===== config.mk =====
export PLATFORM = sky130hd
export DESIGN_NAME = scan_boundary_ctrl_flat
export DESIGN_NICKNAME = d
export VERILOG_FILES = /design/src/rtl/scan_boundary_ctrl_pkg.sv /design/src/rtl/scan_boundary_ctrl_if.sv /design/src/rtl/scan_boundary_ctrl_cell.sv /design/src/rtl/scan_boundary_ctrl.sv /design/src/flat_wrapper.sv
export SDC_FILE = /design/constraint.sdc
export NUM_CORES = 1
export LEC_CHECK = 0
export ABC_AREA = 1
export CELL_PAD_IN_SITES_DETAIL_PLACEMENT = 1
export CELL_PAD_IN_SITES_GLOBAL_PLACEMENT = 2
export CORE_ASPECT_RATIO = 0.7
export CORE_UTILIZATION = 29
export DETAILED_ROUTE_END_ITERATION = 10
export GPL_ROUTABILITY_DRIVEN = 0
export HOLD_SLACK_MARGIN = 0.1
export PLACE_DENSITY_LB_ADDON = 0.1
export SLEW_MARGIN = 10
export SYNTH_ARGS = -nofsm -noshare
export SYNTH_HDL_FRONTEND = slang
export SYNTH_SLANG_ARGS = --single-unit

===== constraint.sdc =====
create_clock -name ScanClk -period 2.05 [get_ports ScanClk]
set_input_delay 0.3075 -clock ScanClk [delete_from_list [all_inputs] [get_ports ScanClk]]
set_output_delay 0.3075 -clock ScanClk [all_outputs]
set_load 0.01 [all_outputs]

===== src/rtl/scan_boundary_ctrl_pkg.sv =====
// rtl/scan_boundary_ctrl_pkg.sv - command and controller state types for the boundary-scan wrapper
package scan_pkg;

  typedef enum logic [1:0] {
    NOP     = 2'd0,
    CAPTURE = 2'd1,
    SHIFT   = 2'd2,
    UPDATE  = 2'd3
  } scan_cmd_e;

  typedef enum logic [2:0] {
    IDLE,
    CAP,
    SHF,
    UPD,
    DONE
  } scan_state_e;

endpackage


===== src/rtl/scan_boundary_ctrl_if.sv =====
// rtl/scan_boundary_ctrl_if.sv - command handshake bus between test master and scan controller
interface scan_boundary_ctrl_if #(
  parameter int CNT_W = 8
);
  logic [1:0]       Cmd;
  logic [CNT_W-1:0] ShiftLen;
  logic             CmdValid;
  logic             CmdReady;
  logic             Done;

  modport master (output Cmd, ShiftLen, CmdValid, input CmdReady, Done);
  modport slave  (input Cmd, ShiftLen, CmdValid, output CmdReady, Done);
endinterface


===== src/rtl/scan_boundary_ctrl_cell.sv =====
// rtl/scan_boundary_ctrl_cell.sv - one boundary cell: chain flop plus shadow update flop
module scan_cell (
  input  logic clk,
  input  logic clr,
  input  logic capEn,
  input  logic shiftEn,
  input  logic updEn,
  input  logic capD,
  input  logic shiftD,
  output logic chainQ,
  output logic updQ
);

  always_ff @(posedge clk or posedge clr) begin
    if (clr) begin
      chainQ <= 1'b0;
    end else if (capEn) begin
      chainQ <= capD;
    end else if (shiftEn) begin
      chainQ <= shiftD;
    end
  end

  always_ff @(posedge clk or posedge clr) begin
    if (clr) begin
      updQ <= 1'b0;
    end else if (updEn) begin
      updQ <= chainQ;
    end
  end

endmodule


===== src/rtl/scan_boundary_ctrl.sv =====
// rtl/scan_boundary_ctrl.sv - boundary-scan chain around a core, sequenced by a command FSM
module scan_boundary_ctrl
  import scan_pkg::*;
#(
  parameter int NUM_IN  = 4,
  parameter int NUM_OUT = 3,
  parameter int CNT_W   = 8
) (
  input  logic               ScanClk,
  input  logic               ScanClr,
  input  logic [NUM_IN-1:0]  FuncIn,
  output logic [NUM_IN-1:0]  CoreIn,
  input  logic [NUM_OUT-1:0] CoreOut,
  output logic [NUM_OUT-1:0] FuncOut,
  input  logic               TestEn,
  input  logic               ScanIn,
  output logic               ScanOut,
  scan_boundary_ctrl_if.slave cmdBus
);

  localparam int L = NUM_IN + NUM_OUT;

  scan_state_e      state, nextState;
  logic [CNT_W-1:0] count, nextCount;
  logic             capEn, shiftEn, updEn;
  logic [L-1:0]     chain, upd, capVec, shiftVec;

  always_ff @(posedge ScanClk or posedge ScanClr) begin
    if (ScanClr) begin
      state <= IDLE;
      count <= '0;
    end else begin
      state <= nextState;
      count <= nextCount;
    end
  end

  always_comb begin
    nextState = state;
    nextCount = count;
    capEn     = 1'b0;
    shiftEn   = 1'b0;
    updEn     = 1'b0;
    unique case (state)
      IDLE: begin
        if (cmdBus.CmdValid) begin
          unique case (scan_cmd_e'(cmdBus.Cmd))
            NOP:     nextState = DONE;
            CAPTURE: nextState = CAP;
            UPDATE:  nextState = UPD;
            SHIFT: begin
              nextCount = cmdBus.ShiftLen;
              nextState = (cmdBus.ShiftLen == '0) ? DONE : SHF;
            end
          endcase
        end
      end
      CAP: begin
        capEn     = 1'b1;
        nextState = DONE;
      end
      SHF: begin
        // count holds the shift edges still owed, including this one
        shiftEn   = 1'b1;
        nextCount = count - CNT_W'(1);
        if (count == CNT_W'(1)) nextState = DONE;
      end
      UPD: begin
        updEn     = 1'b1;
        nextState = DONE;
      end
      DONE:    nextState = IDLE;
      default: nextState = IDLE;
    endcase
  end

  assign capVec   = {CoreOut, FuncIn};
  assign shiftVec = {chain[L-2:0], ScanIn};

  for (genvar i = 0; i < L; i++) begin : gCell
    scan_cell uCell (
      .clk    (ScanClk),
      .clr    (ScanClr),
      .capEn  (capEn),
      .shiftEn(shiftEn),
      .updEn  (updEn),
      .capD   (capVec[i]),
      .shiftD (shiftVec[i]),
      .chainQ (chain[i]),
      .updQ   (upd[i])
    );
  end

  assign CoreIn          = TestEn ? upd[NUM_IN-1:0] : FuncIn;
  assign FuncOut         = TestEn ? upd[L-1:NUM_IN] : CoreOut;
  assign ScanOut         = chain[L-1];
  assign cmdBus.CmdReady = (state == IDLE);
  assign cmdBus.Done     = (state == DONE);

endmodule


===== src/flat_wrapper.sv =====
// flat-port wrapper written by rule: the top's interface ports become plain ports
module scan_boundary_ctrl_flat import scan_pkg::*;
#(
  parameter int NUM_IN  = 4,
  parameter int NUM_OUT = 3,
  parameter int CNT_W   = 8
)
  (ScanClk, ScanClr, FuncIn, CoreIn, CoreOut, FuncOut, TestEn, ScanIn, ScanOut, cmdBus_Cmd, cmdBus_ShiftLen, cmdBus_CmdValid, cmdBus_CmdReady, cmdBus_Done);
  scan_boundary_ctrl_if #(.CNT_W(CNT_W)) cmdBus_i ();
  input  logic ScanClk;
  input  logic ScanClr;
  input  logic [NUM_IN-1:0] FuncIn;
  output logic [NUM_IN-1:0] CoreIn;
  input  logic [NUM_OUT-1:0] CoreOut;
  output logic [NUM_OUT-1:0] FuncOut;
  input  logic TestEn;
  input  logic ScanIn;
  output logic ScanOut;
  input wire logic [$bits(cmdBus_i.Cmd)-1:0] cmdBus_Cmd;
  input wire logic [$bits(cmdBus_i.ShiftLen)-1:0] cmdBus_ShiftLen;
  input wire logic [$bits(cmdBus_i.CmdValid)-1:0] cmdBus_CmdValid;
  output wire logic [$bits(cmdBus_i.CmdReady)-1:0] cmdBus_CmdReady;
  output wire logic [$bits(cmdBus_i.Done)-1:0] cmdBus_Done;
  assign cmdBus_i.Cmd = cmdBus_Cmd;
  assign cmdBus_i.ShiftLen = cmdBus_ShiftLen;
  assign cmdBus_i.CmdValid = cmdBus_CmdValid;
  assign cmdBus_CmdReady = cmdBus_i.CmdReady;
  assign cmdBus_Done = cmdBus_i.Done;
  scan_boundary_ctrl #(.NUM_IN(NUM_IN), .NUM_OUT(NUM_OUT), .CNT_W(CNT_W)) u_core (.ScanClk(ScanClk), .ScanClr(ScanClr), .FuncIn(FuncIn), .CoreIn(CoreIn), .CoreOut(CoreOut), .FuncOut(FuncOut), .TestEn(TestEn), .ScanIn(ScanIn), .ScanOut(ScanOut), .cmdBus(cmdBus_i));
endmodule

* Yosys cells after proc, flatten, opt, wreduce, memory -nomap -nowiden *
Cells that the tools add are included.

word-level totals
  register bits after elaboration = 25
  input port bits = 22
  output and inout port bits = 10
  word-level logic and storage cells = 63

cells by class
  add/sub/neg operators = 1
  equal/unequal tests = 11
  multiplexer cells = 27
  reduce and logical (&&, ||, !) cells = 8

operators with widths
  operator                                                                 number
  1-bit 2-to-1 mux                                                         17
  8-bit 2-to-1 mux                                                         2
  8-bit case mux with 2 select lines                                       1
  3-bit 2-to-1 mux                                                         4
  3-bit case mux with 4 select lines                                       1
  3-bit case mux with 3 select lines                                       1
  8-bit by 1-bit == test with 1-bit output, second input constant          1
  8-bit zero test                                                          1
  8-bit by 1-bit subtractor with 8-bit output, second input constant       1
  3-bit by 2-bit == test with 1-bit output, second input constant          2
  2-bit == test, second input constant                                     2
  4-bit 2-to-1 mux                                                         1
  2-bit by 1-bit inequality test with 1-bit output, second input constant  2
  2-bit nonzero test                                                       2
  3-bit by 1-bit == test with 1-bit output, second input constant          1
  3-bit == test, second input constant                                     1
  3-bit zero test                                                          1
  3-bit AND reduction                                                      1
  2-bit by 1-bit == test with 1-bit output, second input constant          1
  2-bit zero test                                                          1
  2-bit inequality test, second input constant                             1
  2-bit AND reduction                                                      1
  2-bit OR reduction                                                       1

* Depth between registers and ports, before layout *
  word-level depth = 5
  gate-level depth with buffers = 8
  gate-level depth less buffers = 8

* Cells and area by module *
A second synthesis with hierarchy kept.

second synthesis, totals
  cells, all modules = 227
  area, all modules = 1649.1 sq um

modules (own cells, without submodules)
  module              times used  cells each  area each (sq um)  seq. area each (sq um)
  scan_boundary_ctrl  1           129         965.9              275.3
  scan_cell           7           14          97.6               50.0

* Least setup slack after synthesis *
No wires, ideal clock.

  path type = flip-flop to flip-flop
  start = reg u_core.count[0]
  end = reg u_core.count[6]
  setup time = 0.116 ns
  data arrival time = 1.064 ns
  setup slack = 0.869 ns
  cell stages (with the launch flop) = 8
  cell sequence = dfrtp_1 > inv_1 > ha_1 > nand2_1 > o21ai_0 > nand3_1 > nand2_1 > nand2_1

between the ends
  cells in the longest elaborated chain, start to end = 2

ends and longest elaborated chain
  element                                      RTL line                  RTL
  start: declaration                           scan_boundary_ctrl.sv:24  logic [CNT_W-1:0] count, nextCount;
  start signal: assignment                     scan_boundary_ctrl.sv:34  count <= nextCount;
  8-bit by 1-bit subtractor with 8-bit output  scan_boundary_ctrl.sv:65  nextCount = count - CNT_W'(1);
  8-bit case mux with 2 select lines           scan_boundary_ctrl.sv:44  unique case (state)

No other way between the ends.
A chain may end at the register's enable or synchronous reset.

* Worst setup path in the final report *
  start = in TestEn
  end = out CoreIn[3]

between the ends
  cells in the longest elaborated chain, start to end = 1

ends and longest elaborated chain
  element             RTL line                  RTL
  start: declaration  flat_wrapper.sv:16        input logic TestEn;
  4-bit 2-to-1 mux    scan_boundary_ctrl.sv:94  assign CoreIn = TestEn ? upd[NUM_IN-1:0] : FuncIn;
  end: declaration    flat_wrapper.sv:13        output logic [NUM_IN-1:0] CoreIn;

No other way between the ends.

==> impl_metrics.env <==
export IMPL_outcome="completed"
export IMPL_core_rowCount=21
export IMPL_grt_setup_unrepaired="false"
export IMPL_grt_overflow_total=0
export IMPL_firstDrtPassIters=4
export IMPL_fillers=625
export IMPL_antenna_found_initial=0
export IMPL_grt_usage=0.175
export IMPL_power_density_mw_per_mm2=1320
export IMPL_dpl_hpwl_microns=3250
export IMPL_drt_initial_drc_count=84
export IMPL_synth_top_flop_cell="dfrtp_1"
export IMPL_hold_path_class="input pin to asynchronous set/reset pin"
export IMPL_slowest_stage="clkdlybuf4s50_1"
export IMPL_grt_max_degree=26
export IMPL_slew_violations=0
export IMPL_synth_cell_types=23
export IMPL_synth_top_area_cell="dfrtp_1"
export IMPL_vias=1407
export IMPL_p_total_uw=2530
export IMPL_hold_buffers=0
export IMPL_worstPathMaxFanout=3
export IMPL_htreeDepth=1
export IMPL_cts_tree="done"
export IMPL_multi_input_area_sq_um=697
export IMPL_synth_edf_count=0
export IMPL_post_cts_resized=0
export IMPL_clkLatencyLatePin_ns=0.27
export IMPL_core_area_sq_mm=0.00481
export IMPL_worstPathArrival_ns=1.65
export IMPL_drv_cap=0
export IMPL_seq_area_frac_synth=0.429
export IMPL_first_global_vias=1426
export IMPL_seq_area_sq_um=626
export IMPL_finalCriticalPeriod_ns=1.96
export IMPL_clk_pin_slew_ns=0.10
export IMPL_antenna_left=0
export IMPL_clkSinkCount=25
export IMPL_cts_path_max_buffers=2
export IMPL_io_buffers=31
export IMPL_p_leak_uw=0.000951
export IMPL_synth_warnings=0
export IMPL_ir_worst_vdd_uv=467
export IMPL_fmax_mhz=510
export IMPL_synth_common_cells="52 x nand2_1, 27 x inv_1, 25 x dfrtp_1, 22 x nor2_1, 18 x o21ai_0"
export IMPL_nNetsFinal=263
export IMPL_cp_common_cell="clkdlybuf4s50_1"
export IMPL_die_area_sq_mm=0.00532
export IMPL_synthesis_area_sq_mm=0.00146
export IMPL_wl_per_cell_microns=13.4
export IMPL_mappedNetlistNets=228
export IMPL_drc=0
export IMPL_relSlewSlack=0.641
export IMPL_max_stage_delay_ns=0.52
export IMPL_yosys_register_bits=25
export IMPL_async_flop_share=1.00
export IMPL_cp_start_kind="input pin"
export IMPL_die_y_microns=61.3
export IMPL_synth_top_cells_by_area="dfrtp_1 43%, nand2_1 13%, inv_1 6.9%"
export IMPL_initial_utilization=0.303
export IMPL_setup_viol=0
export IMPL_crit_buf_inv=2
export IMPL_grt_first_pass_wirelength_microns=7020
export IMPL_worst_pin_slew_ns=0.538
export IMPL_cts_buffers=3
export IMPL_synth_most_common_cell="nand2_1"
export IMPL_hold_viol_final=0
export IMPL_finalCritPeriodShare=0.956
export IMPL_crit_chain="clkdlybuf4s50_1, mux2_2, clkdlybuf4s50_1"
export IMPL_viasPerCell=4.58
export IMPL_cp_required_ns=1.74
export IMPL_end_kind="output port"
export IMPL_fin_setup_tns_ns=0
export IMPL_synth_top_area_frac=0.429
export IMPL_syn_inst=204
export IMPL_wl_microns=4100
export IMPL_cts_setup_buffers=0
export IMPL_synthToLayoutAreaGrowth_pct=31.3
export IMPL_fin_skew_ns=0.00728
export IMPL_pin_count=32
export IMPL_root_buffer="clkbuf_8"
export IMPL_worstSetupPathType="input pin to output port"
export IMPL_die_w_microns=86.8
export IMPL_avgSynthCellArea_sq_um=7.15
export IMPL_critPathTopFamily="buffers and inverters"
export IMPL_n_antenna_cell=0
export IMPL_drive_above_1_share=0.0840
## tightest hold or removal path, cell delays in order
cell,delay [ns]
clkdlybuf4s50_1,0.40
inv_1,0.05
buf_4,0.31
## cells by family (layout without fill, tap and decap cells)
group	Yosys count	count (layout)	share of synthesized area
multiplexers	3	3	0.0232
flip-flops	25	25	0.429
AND/OR/NAND/NOR	97	97	0.281
AO/OA/AOI/OAI	43	43	0.156
adder cells (fa/ha/maj)	2	2	0.0171
buffers and inverters	34	68	0.0935
## final timing paths
kind,start,end,slack [ns],depth (start not counted)
worst min register to register,u_core.gCell[4].uCell.updQ$_DFFE_PP0P_,u_core.gCell[4].uCell.updQ$_DFFE_PP0P_,0.51,2
worst max-delay path,TestEn,CoreIn[3],0.09,3
max in group asynchronous,ScanClr,u_core.gCell[1].uCell.chainQ$_DFFE_PP0P_,1.42,3
worst max register to register,u_core.state[1]$_DFFE_PP0P_,u_core.count[2]$_DFFE_PP0P_,0.50,6
worst min-delay path,ScanClr,u_core.gCell[1].uCell.updQ$_DFFE_PP0P_,0.38,3
min in group ScanClk,u_core.gCell[4].uCell.updQ$_DFFE_PP0P_,u_core.gCell[4].uCell.updQ$_DFFE_PP0P_,0.51,2
## per-layer routing
layer	global-route usage	wire [microns]
met5	0	0
met1	0.270	2280
met2	0.255	1630
met3	0.0349	158
met4	0.0286	33
## report_power, final
group          switching, uW  internal, uW  leakage (uW)
Combinational            794           512      0.000624
Clock                    173           138     0.0000217
Sequential               185           730      0.000305
## through the flow
step / hold WS [ns] / cells / utilization / instance area, sq um / setup slack, ns
after floorplan: 0.335 / 204 / - / 1460 / 0.869
after global placement: 0.474 / 303 / 0.386 / 1850 / 0.0605
after detailed placement: 0.484 / 303 / 0.386 / 1850 / 0.0298
after CTS: 0.397 / 307 / 0.396 / 1900 / 0.0300
after global routing: 0.421 / 307 / 0.398 / 1920 / 0.00984
final: 0.381 / 307 / 0.398 / 1920 / 0.0893
## area by class of cell
class                           count  share of cell area
Inverter                           30              0.0588
Clock inverter                      1             0.00392
Tap cell                           69              0.0451
Clock buffer                        3              0.0216
Multi-Input combinational cell    145               0.364
Timing Repair Buffer               34               0.180
Sequential cell                    25               0.327
## state kept, by name, indices dropped and copies added, names as in the netlist
name / cells
u_core.gCell.uCell.updQ: 7
u_core.gCell.uCell.chainQ: 7
u_core.count: 8
u_core.state: 3
## cells in the final DEF, fill, tap and decap left out, drive strengths merged, types with 3 or more instances in the layout
cell type       n
nand2          56
o21ai          34
clkdlybuf4s50  26
mux2            3
buf             3
inv            30
o211ai          4
dlymetal6s2s    5
nand3          12
a21oi           4
clkbuf          3
dfrtp          25
nor2           25
No activity file was read; power rests on OpenSTA's default activity.
